<file path="src/rtl/led_mode_scheduler_pkg.sv">
// Shared constants for the LED mode scheduler: LED bank width, display
// mode encoding and the helper that walks the button-driven mode cycle.
package led_pkg;

    localparam int LED_W = 10;

    localparam logic [1:0] MODE_ALU   = 2'd0;
    localparam logic [1:0] MODE_MAGIC = 2'd1;
    localparam logic [1:0] MODE_OFF   = 2'd2;
    localparam logic [1:0] MODE_ERR   = 2'd3;

    localparam logic [LED_W-1:0] LEDS_ALL_ON  = '1;
    localparam logic [LED_W-1:0] LEDS_ALL_OFF = '0;

    // The button walks ALU -> MAGIC -> OFF -> ALU; ERR is never reached by a press.
    function automatic logic [1:0] nextDisplayMode(input logic [1:0] cur);
        logic [1:0] nxt;
        case (cur)
            MODE_ALU:   nxt = MODE_MAGIC;
            MODE_MAGIC: nxt = MODE_OFF;
            default:    nxt = MODE_ALU;
        endcase
        return nxt;
    endfunction

endpackage

</file>
<file path="src/rtl/led_mode_scheduler_if.sv">
// Bundle of the datapath-facing signals of the LED scheduler: the ALU result
// and its qualifier, the magic pattern, the error pulse, and the scheduler's
// tick strobe, LED drive and current mode.
interface led_mode_scheduler_if;
    import led_pkg::*;

    logic [LED_W-1:0] alu_result;
    logic             alu_valid;
    logic [LED_W-1:0] magic_leds;
    logic             err_req;
    logic             tick;
    logic [LED_W-1:0] leds;
    logic [1:0]       mode;

    // Surrounding datapath / board side.
    modport master (
        output alu_result, alu_valid, magic_leds, err_req,
        input  tick, leds, mode
    );

    // The scheduler itself.
    modport slave (
        input  alu_result, alu_valid, magic_leds, err_req,
        output tick, leds, mode
    );

endinterface

</file>
<file path="src/rtl/led_mode_scheduler_button_debounce.sv">
// Mode button conditioner: 2-flop synchronizer, stable-level counter, and a
// one-cycle press pulse on each accepted 0->1 change of the debounced level.
module button_debounce #(
    parameter int DEBOUNCE_CYCLES = 65536
) (
    input  logic clk,
    input  logic rst,
    input  logic btn_i,
    output logic press_o
);

    localparam int              CNT_W    = $clog2(DEBOUNCE_CYCLES + 1);
    localparam logic [CNT_W-1:0] CNT_LAST = CNT_W'(DEBOUNCE_CYCLES - 1);

    logic             sync1_q, sync2_q;
    logic             level_q, level_d;
    logic             press_q, press_d;
    logic [CNT_W-1:0] cnt_q, cnt_d;

    // Count consecutive cycles the synchronized input disagrees with the
    // accepted level; any agreeing cycle clears the count.
    always_comb begin
        level_d = level_q;
        press_d = 1'b0;
        cnt_d   = '0;
        if (sync2_q != level_q) begin
            if (cnt_q == CNT_LAST) begin
                level_d = sync2_q;
                press_d = sync2_q;
            end else begin
                cnt_d = cnt_q + 1'b1;
            end
        end
    end

    // Synchronizer and debounce state registers.
    always_ff @(posedge clk) begin
        if (rst) begin
            sync1_q <= 1'b0;
            sync2_q <= 1'b0;
            level_q <= 1'b0;
            press_q <= 1'b0;
            cnt_q   <= '0;
        end else begin
            sync1_q <= btn_i;
            sync2_q <= sync1_q;
            level_q <= level_d;
            press_q <= press_d;
            cnt_q   <= cnt_d;
        end
    end

    assign press_o = press_q;

endmodule

</file>
<file path="src/rtl/led_mode_scheduler.sv">
// Owns the LED bank: picks ALU latch, magic pattern, all-off or error flash
// each cycle, and generates the display tick that paces the pattern block.
module led_mode_scheduler
    import led_pkg::*;
#(
    parameter int TICK_DIV        = 1048576,
    parameter int DEBOUNCE_CYCLES = 65536,
    parameter int FLASH_TICKS     = 8
) (
    input  logic                 clk,
    input  logic                 rst,
    input  logic                 btn_mode,
    led_mode_scheduler_if.slave  bus
);

    localparam int               TICK_W     = $clog2(TICK_DIV);
    localparam logic [TICK_W-1:0] TICK_LAST  = TICK_W'(TICK_DIV - 1);
    localparam int               FLASH_W    = $clog2(FLASH_TICKS + 1);
    localparam logic [FLASH_W-1:0] FLASH_LAST = FLASH_W'(FLASH_TICKS - 1);

    logic [TICK_W-1:0]  tickCnt_q, tickCnt_d;
    logic               tickNow;
    logic [LED_W-1:0]   aluLatch_q, aluLatch_d;
    logic [1:0]         mode_q, mode_d;
    logic [1:0]         savedMode_q, savedMode_d;
    logic [FLASH_W-1:0] flashCnt_q, flashCnt_d;
    logic               flashOn_q, flashOn_d;
    logic [LED_W-1:0]   leds_q, leds_d;
    logic               press;

    button_debounce #(
        .DEBOUNCE_CYCLES (DEBOUNCE_CYCLES)
    ) u_debounce (
        .clk     (clk),
        .rst     (rst),
        .btn_i   (btn_mode),
        .press_o (press)
    );

    // Free-running display tick: strobe on the last count, then wrap.
    always_comb begin
        tickNow   = (tickCnt_q == TICK_LAST);
        tickCnt_d = tickNow ? '0 : tickCnt_q + 1'b1;
    end

    // The ALU latch follows alu_valid in every mode so ALU view is fresh on return.
    always_comb begin
        aluLatch_d = bus.alu_valid ? bus.alu_result : aluLatch_q;
    end

    // Mode FSM: error entry/restart beats button presses; presses in ERR are dropped.
    always_comb begin
        mode_d      = mode_q;
        savedMode_d = savedMode_q;
        flashCnt_d  = flashCnt_q;
        flashOn_d   = flashOn_q;
        if (mode_q != MODE_ERR) begin
            if (bus.err_req) begin
                savedMode_d = mode_q;
                mode_d      = MODE_ERR;
                flashCnt_d  = '0;
                flashOn_d   = 1'b1;
            end else if (press) begin
                mode_d = nextDisplayMode(mode_q);
            end
        end else if (bus.err_req) begin
            flashCnt_d = '0;
            flashOn_d  = 1'b1;
        end else if (tickNow) begin
            if (flashCnt_q == FLASH_LAST) begin
                mode_d = savedMode_q;
            end else begin
                flashCnt_d = flashCnt_q + 1'b1;
                flashOn_d  = ~flashOn_q;
            end
        end
    end

    // LED source is chosen from the next state so leds and mode change together.
    always_comb begin
        case (mode_d)
            MODE_ALU:   leds_d = aluLatch_q;
            MODE_MAGIC: leds_d = bus.magic_leds;
            MODE_OFF:   leds_d = LEDS_ALL_OFF;
            default:    leds_d = flashOn_d ? LEDS_ALL_ON : LEDS_ALL_OFF;
        endcase
    end

    // State and output registers.
    always_ff @(posedge clk) begin
        if (rst) begin
            tickCnt_q   <= '0;
            aluLatch_q  <= '0;
            mode_q      <= MODE_ALU;
            savedMode_q <= MODE_ALU;
            flashCnt_q  <= '0;
            flashOn_q   <= 1'b0;
            leds_q      <= '0;
        end else begin
            tickCnt_q   <= tickCnt_d;
            aluLatch_q  <= aluLatch_d;
            mode_q      <= mode_d;
            savedMode_q <= savedMode_d;
            flashCnt_q  <= flashCnt_d;
            flashOn_q   <= flashOn_d;
            leds_q      <= leds_d;
        end
    end

    assign bus.tick = tickNow & ~rst;
    assign bus.leds = leds_q;
    assign bus.mode = mode_q;

endmodule

</file>
<file path="src/flat_wrapper.sv">
// flat-port wrapper written by rule: the top's interface ports become plain ports
module led_mode_scheduler_flat import led_pkg::*;
#(
    parameter int TICK_DIV        = 1048576,
    parameter int DEBOUNCE_CYCLES = 65536,
    parameter int FLASH_TICKS     = 8
)
  (clk, rst, btn_mode, bus_alu_result, bus_alu_valid, bus_magic_leds, bus_err_req, bus_tick, bus_leds, bus_mode);
  led_mode_scheduler_if bus_i ();
  input  logic clk;
  input  logic rst;
  input  logic btn_mode;
  input wire logic [$bits(bus_i.alu_result)-1:0] bus_alu_result;
  input wire logic [$bits(bus_i.alu_valid)-1:0] bus_alu_valid;
  input wire logic [$bits(bus_i.magic_leds)-1:0] bus_magic_leds;
  input wire logic [$bits(bus_i.err_req)-1:0] bus_err_req;
  output wire logic [$bits(bus_i.tick)-1:0] bus_tick;
  output wire logic [$bits(bus_i.leds)-1:0] bus_leds;
  output wire logic [$bits(bus_i.mode)-1:0] bus_mode;
  assign bus_i.alu_result = bus_alu_result;
  assign bus_i.alu_valid = bus_alu_valid;
  assign bus_i.magic_leds = bus_magic_leds;
  assign bus_i.err_req = bus_err_req;
  assign bus_tick = bus_i.tick;
  assign bus_leds = bus_i.leds;
  assign bus_mode = bus_i.mode;
  led_mode_scheduler #(.TICK_DIV(TICK_DIV), .DEBOUNCE_CYCLES(DEBOUNCE_CYCLES), .FLASH_TICKS(FLASH_TICKS)) u_core (.clk(clk), .rst(rst), .btn_mode(btn_mode), .bus(bus_i));
endmodule
</file>
<file path="config.mk">
export PLATFORM = sky130hd
export DESIGN_NAME = led_mode_scheduler_flat
export DESIGN_NICKNAME = d
export VERILOG_FILES = /design/src/rtl/led_mode_scheduler_pkg.sv /design/src/rtl/led_mode_scheduler_if.sv /design/src/rtl/led_mode_scheduler_button_debounce.sv /design/src/rtl/led_mode_scheduler.sv /design/src/flat_wrapper.sv
export SDC_FILE = /design/constraint.sdc
export NUM_CORES = 1
export LEC_CHECK = 0
export BUFFER_PORTS_ARGS = -buffer_cell sky130_fd_sc_hd__buf_4
export CAP_MARGIN = 20
export CORE_MARGIN = 4
export CORE_UTILIZATION = 35
export CTS_BUF_LIST = sky130_fd_sc_hd__clkbuf_8
export DETAILED_ROUTE_END_ITERATION = 10
export GPL_ROUTABILITY_DRIVEN = 0
export SETUP_SLACK_MARGIN = 0.2
export SKIP_CTS_REPAIR_TIMING = 1
export SKIP_LAST_GASP = 1
export SLEW_MARGIN = 20
export SYNTH_ARGS = -nofsm -noshare
export SYNTH_HDL_FRONTEND = slang
export SYNTH_SLANG_ARGS = --single-unit
</file>
<file path="constraint.sdc">
create_clock -name clk -period 2.3 [get_ports clk]
set_input_delay 0.46 -clock clk [delete_from_list [all_inputs] [get_ports clk]]
set_output_delay 0.46 -clock clk [all_outputs]
set_load 0.01 [all_outputs]
</file>
==> Word-level counts from Yosys, hierarchy flattened <==
Index checks and enable logic that the tools add are counted.
{ "totals": {"memories": 0, "elab_cells": 58, "output_inout_bits": 13, "input_bits": 25, "ramBits": 0, "rom_bits": 0, "register_bits": 70, "latchBits": 0} }
{ "op_classes": {"shift": 0, "bitwise": 5, "muxes": 19, "div": 0, "addsub": 3, "multipliers": 0, "reduce_logical": 9, "n_eq_ne": 10, "order_cmp": 0} }
{ "ops": {"columns": ["operator", "n"], "rows": [
  ["$pmux 10 s3", 1],
  ["$add 20x1->20 const B", 1],
  ["$eq 20x20->1 const B", 1],
  ["$mux 4", 5],
  ["$add 17x1->17 const B", 1],
  ["$eq 17x16->1 const B", 1],
  ["$mux 2", 6],
  ["$mux 10", 1],
  ["$ne 2x2->1 const B", 3],
  ["$reduce_or 3->1", 2],
  ["$mux 1", 5],
  ["$add 4x1->4 const B", 1],
  ["$eq 2x1->1 const B", 2],
  ["$eq 4x3->1 const B", 1],
  ["$logic_not 2->1", 2],
  ["$not 1->1", 4],
  ["$pmux 2 s2", 1],
  ["$reduce_and 2->1", 2],
  ["$reduce_and 3->1", 1],
  ["$eq 2x2->1 const B", 1],
  ["$reduce_bool 2->1", 1],
  ["$reduce_or 2->1", 1],
  ["$and 1x1->1", 1],
  ["$ne 1x1->1", 1]
]} }

==> Logic depth before layout (Yosys ltp) <==
Gate-level depths: netlist of run 1.
{ "depth": {"ltp_word": 7, "ltp_mapped": 10} }

==> Hierarchy <==
A second synthesis of run 1 with hierarchy kept.
{ "unflattened": {"cells_unflattened": 397, "hier_area_um2": 3587.2} }
{ "by_module_without_submodules": {"columns": ["mod", "seq_area_each_um2", "cells_each", "area_each_um2", "n_inst"], "rows": [
  ["led_mode_scheduler", 980.9, 301, 2668.8, 1],
  ["button_debounce", 420.4, 96, 918.4, 1]
]} }

==> Least setup slack after synthesis of run 1 <==
No wires, ideal clock.
{ "synth_path": {"path_kind": "flip-flop to flip-flop", "start": "register u_core.u_debounce.cnt_q[0]", "end": "register u_core.u_debounce.cnt_q[14]", "path_stages_with_launch": 11, "setup_slack_ns": 0.021, "path_buffers": 3, "period_less_slack_ns": 2.279, "t_arrival_ns": 2.152, "required_ns": 2.172, "path_cell_list": "dfxtp_1 > ha_1 > nand2_1 > or2_2 > clkbuf_1 > nor4_1 > ha_1 > or3_1 > clkbuf_1 > clkbuf_1 > nor2_1"} }
{ "synth_between": {"elab_chain_cells": 2, "word_cells_on_any_way": 3} }
{ "synth_lines": {"columns": ["item", "line", "source"], "rows": [
  ["from (decl)", "led_mode_scheduler_button_debounce.sv:18", "logic [CNT_W-1:0] cnt_q, cnt_d;"],
  ["from (signal assigned)", "led_mode_scheduler_button_debounce.sv:49", "cnt_q <= cnt_d;"],
  ["parallel branches: the longest is 2 deep, another holds $add 17x1->17", null, null]
]} }
Parallel ways; which one is timed is not known.
A chain may end at the register's enable or synchronous reset.

==> Worst setup path in the final report of run 1 <==
{ "layout_path": {"start": "register u_core.tickCnt_q[15]", "end": "output bus_tick"} }
{ "layout_between": {"elab_chain_cells": 2} }
{ "layout_lines": {"columns": ["item", "line", "source"], "rows": [
  ["from (decl)", "led_mode_scheduler.sv:21", "logic [TICK_W-1:0] tickCnt_q, tickCnt_d;"],
  ["from (signal assigned)", "led_mode_scheduler.sv:100", "tickCnt_q <= tickCnt_d;"],
  ["$eq 20x20->1", "led_mode_scheduler.sv:42", "tickNow = (tickCnt_q == TICK_LAST);"],
  ["$and 1x1->1", "led_mode_scheduler.sv:110", "assign bus.tick = tickNow & ~rst;"],
  ["to (decl)", "flat_wrapper.sv:17", "output wire logic [$bits(bus_i.tick)-1:0] bus_tick;"]
]} }
No other way between the ends.

==> results of run 1 <==
==> report_power, final <==
part / total (mW) / internal (mW) / switching, mW
sequential: 1.27 / 1.25 / 0.0260
clock: 1.14 / 0.647 / 0.492
combinational: 0.193 / 0.0982 / 0.0947
==> synth_stat cells <==
cell type	count
dfxtp_1	70
nor2_1	58
nand4_1	22
nand2_1	17
xor2_1	17
xnor2_1	16
mux2i_1	13
nand3_1	13
nor3_1	11
clkbuf_1	10
o211ai_1	10
o211ai_2	10
a21oi_1	8
inv_1	6
and3_1	5
or3_1	5
and4_1	4
ha_1	4
nor4_1	4
o21ai_0	4
and2_1	3
and3b_1	3
nor2b_1	3
or4_1	3
buf_2	2
buf_4	2
nor4bb_1	2
o21ai_2	2
or2_2	2
a21boi_0	1
a31o_2	1
buf_1	1
buf_6	1
nand4_2	1
nor3_2	1
nor4_2	1
o211a_1	1
o21a_1	1
or2_1	1
or2_4	1
==> critical path: stages, from the launching register on <==
cell     delay [ps]
dfxtp_4         370
nand4_1         190
or4_4           580
nor4_4          250
buf_4           170
==> state kept, by name (all words and copies together) (netlist names) <==
register and count:
u_core.tickCnt_q 20, u_core.u_debounce.sync1_q 1, u_core.aluLatch_q 10, u_core.u_debounce.level_q 1, u_core.flashOn_q 1, u_core.u_debounce.press_o 1, u_core.savedMode_q 2, u_core.bus.leds 10
u_core.bus.mode 2, u_core.u_debounce.cnt_q 17, u_core.flashCnt_q 4, u_core.u_debounce.sync2_q 1
==> stage by stage <==
| step | instance area, um^2 | power, mW |
|---|---|---|
| global route | 3920 | 2.71 |
| detailed placement | 3530 | 1.49 |
| global placement | 3530 | 1.48 |
| floorplan | 3120 | 1.40 |
| CTS | 3760 | 2.63 |
| finish | 3920 | 2.61 |
==> kinds of logic (layout without fill, tap and decap cells) <==
| kind of cell | after synthesis | in the layout | synth area share |
|---|---|---|---|
| AO/OA/AOI/OAI | 38 | 40 | 0.100 |
| buffers and inverters | 22 | 72 | 0.0322 |
| AND/OR/NAND/NOR | 160 | 160 | 0.267 |
| flip-flops | 70 | 70 | 0.450 |
| XOR/XNOR | 33 | 33 | 0.0928 |
| multiplexers | 13 | 13 | 0.0418 |
| adder cells (fa/ha/maj) | 4 | 4 | 0.0161 |
==> final cells by class <==
type	instances	area share
Inverter	6	0.00575
Clock inverter	6	0.0239
Timing Repair Buffer	50	0.0999
Tap cell	108	0.0345
Clock buffer	10	0.0351
Multi-Input combinational cell	250	0.441
Sequential cell	70	0.360
==> final timing paths <==
| kind | from | to | slack [ps] | cells past startpoint |
|---|---|---|---|---|
| worst max-delay path | u_core.tickCnt_q[15] | bus_tick | -60 | 4 |
| worst min-delay path | btn_mode | u_core.u_debounce.sync1_q | 330 | 2 |
| worst max register to register | u_core.tickCnt_q[15] | u_core.bus.leds[4] | 230 | 6 |
| worst min register to register | u_core.tickCnt_q[0] | u_core.tickCnt_q[0] | 440 | 1 |
==> layer usage <==
layer,track usage,up-vias,part of all wire
li1,-,1303,-
met1,0.168,1198,0.45
met3,0.0307,10,0.068
met2,0.210,61,0.46
met4,0.0676,0,0.020
met5,0,-,0
==> impl_metrics.env, run 1 <==
export IMPL_status="finished, violations left"
export IMPL_violations="negative setup slack"
export IMPL_path_clk_slew_ps=70
export IMPL_grt_overflow=0
export IMPL_cp_arrival_ps=1900
export IMPL_clock_sinks=70
export IMPL_synth_distinct_cells=40
export IMPL_cts_max_level=3
export IMPL_dp_cells=477
export IMPL_yosys_warnings=0
export IMPL_synth_seq_area_share=0.450
export IMPL_drive_gt1_frac=0.265
export IMPL_peakVddDrop_mv=0.412
export IMPL_final_cell_mix="64 x dfxtp_1, 58 x nor2_1, 48 x buf_4, 22 x nand4_1"
export IMPL_final_min_clock_period_ps=2360
export IMPL_p_leak_nw=1.45
export IMPL_grt_pass1_wl_mm=11.1
export IMPL_fmax_mhz=424
export IMPL_hold_slack_ps=331
export IMPL_die_w_um=102
export IMPL_synth_fp_nets=369
export IMPL_final_common_cell="dfxtp_1"
export IMPL_io_buffer_count=37
export IMPL_finalCritPeriodShare=1.03
export IMPL_pin_count=38
export IMPL_die_h_um=102
export IMPL_maxCapViolations=0
export IMPL_layoutNonFillerInstCount=500
export IMPL_clock_root_buffer="clkbuf_8"
export IMPL_viasPerCell=5.14
export IMPL_setup_tns_ps=-60.6
export IMPL_worst_pin_slew_ps=443
export IMPL_worstSetupPathType="flop to primary output"
export IMPL_rsz0062_at_grt="true"
export IMPL_synth_top_cell_area_share=0.450
export IMPL_relSlewSlack=0.702
export IMPL_crit_path_max_fanout=5
export IMPL_ys_top_cells_by_area="dfxtp_1 45%, nor2_1 7.0%, xor2_1 4.8%, xnor2_1 4.5%, nand4_1 4.4%"
export IMPL_clk_latency_ps=350
export IMPL_n_antenna_cell=0
export IMPL_rows=34
export IMPL_grt_pass1_vias=2451
export IMPL_seq_area_mm2=0.00141
export IMPL_drt_iter0_drc=98
export IMPL_antenna_found_initial=0
export IMPL_dpl_hpwl_mm=4.71
export IMPL_hold_class="input pin to flop"
export IMPL_clock_path_buffers=2
export IMPL_fp_coreArea_mm2=0.00868
export IMPL_syn2layout_area_growth_pct=25.9
export IMPL_firstDrtPassIters=4
export IMPL_drtAntennaViolNets=0
export IMPL_synthCells=340
export IMPL_num_vias=2572
export IMPL_clock_skew_ps=13.6
export IMPL_initial_core_util=0.359
export IMPL_wl_per_cell_um=13.8
export IMPL_numCtsBuffers=9
export IMPL_die_area_mm2=0.0105
export IMPL_fillers=863
export IMPL_setup_violations=1
export IMPL_startpoint_type="flop"
export IMPL_cp_required_ps=1840
export IMPL_end_kind="primary output"
export IMPL_yosys_area_top_type="dfxtp_1"
export IMPL_powerDensity_mw_per_mm2=665
export IMPL_drc=0
export IMPL_grt_usage=0.133
export IMPL_routed_wl_mm=6.89
export IMPL_grt_start_max_net_pins=18
export IMPL_final_nets=416
export IMPL_ys_ff_latch=70
export IMPL_setup_slack_ps=-60.6
export IMPL_finalMaxSlewViolations=0
export IMPL_syn_area_mm2=0.00311
export IMPL_hold_viol=0
export IMPL_cts_tree="built"
export IMPL_final_util=0.452
export IMPL_syn_avg_cell_area_um2=9.16
export IMPL_place_ws_ps=141
export IMPL_multi_input_area_mm2=0.00173
Note: power is estimated with default switching activity, not from simulation.
==> inputs of run 2 (changes only) <==
- CORE_UTILIZATION: 35 -> 45
- PLACE_DENSITY: default -> 0.67
- clock period: 2.3 -> 1.95 ns (I/O delays scaled with it)
==> run 2 against run 1 <==
The flow still finishes with violations (negative setup slack); design area grew 7.7%; hold slack worse by 70 ps; register-to-register slack worse by 370 ps; count of clock-buffer cells in the layout shrank 1; sequential cell count unchanged; total power is 12% higher; critical endpoint unchanged; largest power group unchanged; highest routed layer unchanged.
==> impl_metrics.env, run 2 (synthesized netlist as in run 1, its figures left out) <==
export IMPL_status="finished, violations left"
export IMPL_violations="negative setup slack"
export IMPL_place_ws_ps=-33.9
export IMPL_drt_iter0_drc=89
export IMPL_grt_start_max_net_pins=18
export IMPL_hold_viol=0
export IMPL_die_area_mm2=0.00831
export IMPL_grt_overflow=0
export IMPL_p_leak_nw=1.58
export IMPL_num_vias=2648
export IMPL_min_path_cells=2
export IMPL_setup_violations=12
export IMPL_rows=30
export IMPL_firstDrtPassIters=5
export IMPL_fp_coreArea_mm2=0.00676
export IMPL_dpl_hpwl_mm=4.61
export IMPL_hold_start="btn_mode"
export IMPL_finalMaxSlewViolations=0
export IMPL_final_nets=441
export IMPL_setup_tns_ps=-960
export IMPL_rr_endpoint="u_core.flashCnt_q[3]"
export IMPL_grt_pass1_wl_mm=11.3
export IMPL_grt_pass1_vias=2467
export IMPL_dp_cells=469
export IMPL_clock_path_buffers=2
export IMPL_path_clk_slew_ps=70
export IMPL_end_kind="primary output"
export IMPL_drc=0
export IMPL_clock_sinks=70
export IMPL_layoutNonFillerInstCount=497
export IMPL_pin_count=38
export IMPL_holdPathEnd="u_core.u_debounce.sync1_q"
export IMPL_clock_skew_ps=10.8
export IMPL_drive_gt1_frac=0.384
export IMPL_cts_tree="built"
export IMPL_n_antenna_cell=0
export IMPL_timing_critical_path_cells="nand4_4, or4_4, nor4_4, buf_4"
export IMPL_maxCapViolations=0
export IMPL_clock_root_buffer="clkbuf_8"
export IMPL_finalPower_mw=2.93
export IMPL_clk_latency_ps=350
export IMPL_grt_usage=0.166
export IMPL_initial_core_util=0.461
export IMPL_peakVddDrop_mv=0.452
export IMPL_cts_max_level=3
export IMPL_finalCritPeriodShare=1.11
export IMPL_syn2layout_area_growth_pct=35.7
export IMPL_antenna_found_initial=0
export IMPL_wl_per_cell_um=14.1
export IMPL_final_min_clock_period_ps=2160
export IMPL_rsz0062_at_grt="true"
export IMPL_hold_class="input pin to flop"
export IMPL_powerDensity_mw_per_mm2=693
export IMPL_largest_reg_flops=20
export IMPL_startpoint="u_core.tickCnt_q[13]"
export IMPL_reg2reg_depth=7
export IMPL_largest_registers="u_core.tickCnt_q: 20 flops, u_core.u_debounce.cnt_q: 17 flops"
export IMPL_cp_arrival_ps=1770
export IMPL_startpoint_type="flop"
export IMPL_worst_pin_slew_ps=743
export IMPL_r2r_slack_ps=-140
export IMPL_cp_required_ps=1560
export IMPL_relSlewSlack=0.505
export IMPL_routed_wl_mm=7.01
export IMPL_slowest_stage="or4_4"
export IMPL_r2r_start="u_core.tickCnt_q[18]"
export IMPL_io_buffer_count=37
export IMPL_fmax_mhz=464
export IMPL_crit_path_max_fanout=4
export IMPL_final_common_cell="buf_4"
export IMPL_die_h_um=91.2
export IMPL_drtAntennaViolNets=0
export IMPL_die_w_um=91.2
export IMPL_slowest_delay_ps=590
export IMPL_regMostFlops="u_core.tickCnt_q"
export IMPL_worstSetupPathType="flop to primary output"
export IMPL_final_cell_mix="71 x buf_4, 55 x dfxtp_1, 45 x nor2_1, 22 x nand4_1"
export IMPL_viasPerCell=5.33
export IMPL_numCtsBuffers=9
export IMPL_setup_slack_ps=-206
export IMPL_fillers=559
run 2: cell types whose count changed in the layout (fill, tap and decap cells not counted), moves of 3 or more:
cell	previous run	this run
a21oi_1	7	4
a21oi_2	1	4
buf_4	48	71
dfxtp_1	64	55
dfxtp_2	5	12
nor2_1	58	45
nor2_2	0	7
nor2_4	0	6
run 2: area by class of cell:
class,instances,area (um^2),area share
flip-flops and latches,70,1430,0.338
inverters,6,22.5,0.00533
clock buffers,9,124,0.0293
well taps,80,100,0.0237
repair buffers,77,654,0.155
multi-input cells,248,1820,0.431
clock inverters,7,75.1,0.0178
run 2: worst max-delay path by stage:
| stage | to | slack [ps] |
|---|---|---|
| 2_1_floorplan | u_core.flashCnt_q[3] | 70 |
| 3_3_place_gp | u_core.bus.leds[3] | 1 |
| 3_5_place_dp | u_core.bus.leds[6] | -30 |
| 4_1_cts | bus_tick | -380 |
| 5_1_grt | bus_tick | -270 |
| 6_report | bus_tick | -210 |
run 2: report_power, final:
| group | leakage, nW | total [mW] | internal (mW) | switching (mW) |
|---|---|---|---|---|
| Sequential | 0.579 | 1.50 | 1.47 | 0.0268 |
| Clock | 0.0972 | 1.18 | 0.594 | 0.583 |
| Combinational | 0.908 | 0.252 | 0.132 | 0.120 |
| Total | 1.58 | 2.93 | 2.20 | 0.730 |
run 2: metrics by stage:
step / utilization / area (um^2) / hold WS (ps)
2_1_floorplan: - / 3250 / 414
3_3_place_gp: 0.555 / 3750 / 430
3_5_place_dp: 0.555 / 3750 / 432
4_1_cts: 0.584 / 3950 / 258
5_1_grt: 0.625 / 4220 / 268
6_report: 0.625 / 4220 / 260
run 2: routing by layer:
| metal | wire length, um | up-vias | track usage | share of wire |
|---|---|---|---|---|
| met1 | 3210 | 1241 | 0.215 | 0.46 |
| met2 | 3410 | 47 | 0.264 | 0.49 |
| met4 | 150 | 0 | 0.0791 | 0.021 |
| li1 | - | 1346 | - | - |
| met3 | 242 | 14 | 0.0340 | 0.035 |
| met5 | 0 | - | 0 | 0 |
run 2: critical path: cells and delay by family (launching register included):
family | cells | cell delay (ps)
buf+inv | 1 | 170
simple gates | 3 | 880
flops | 1 | 370
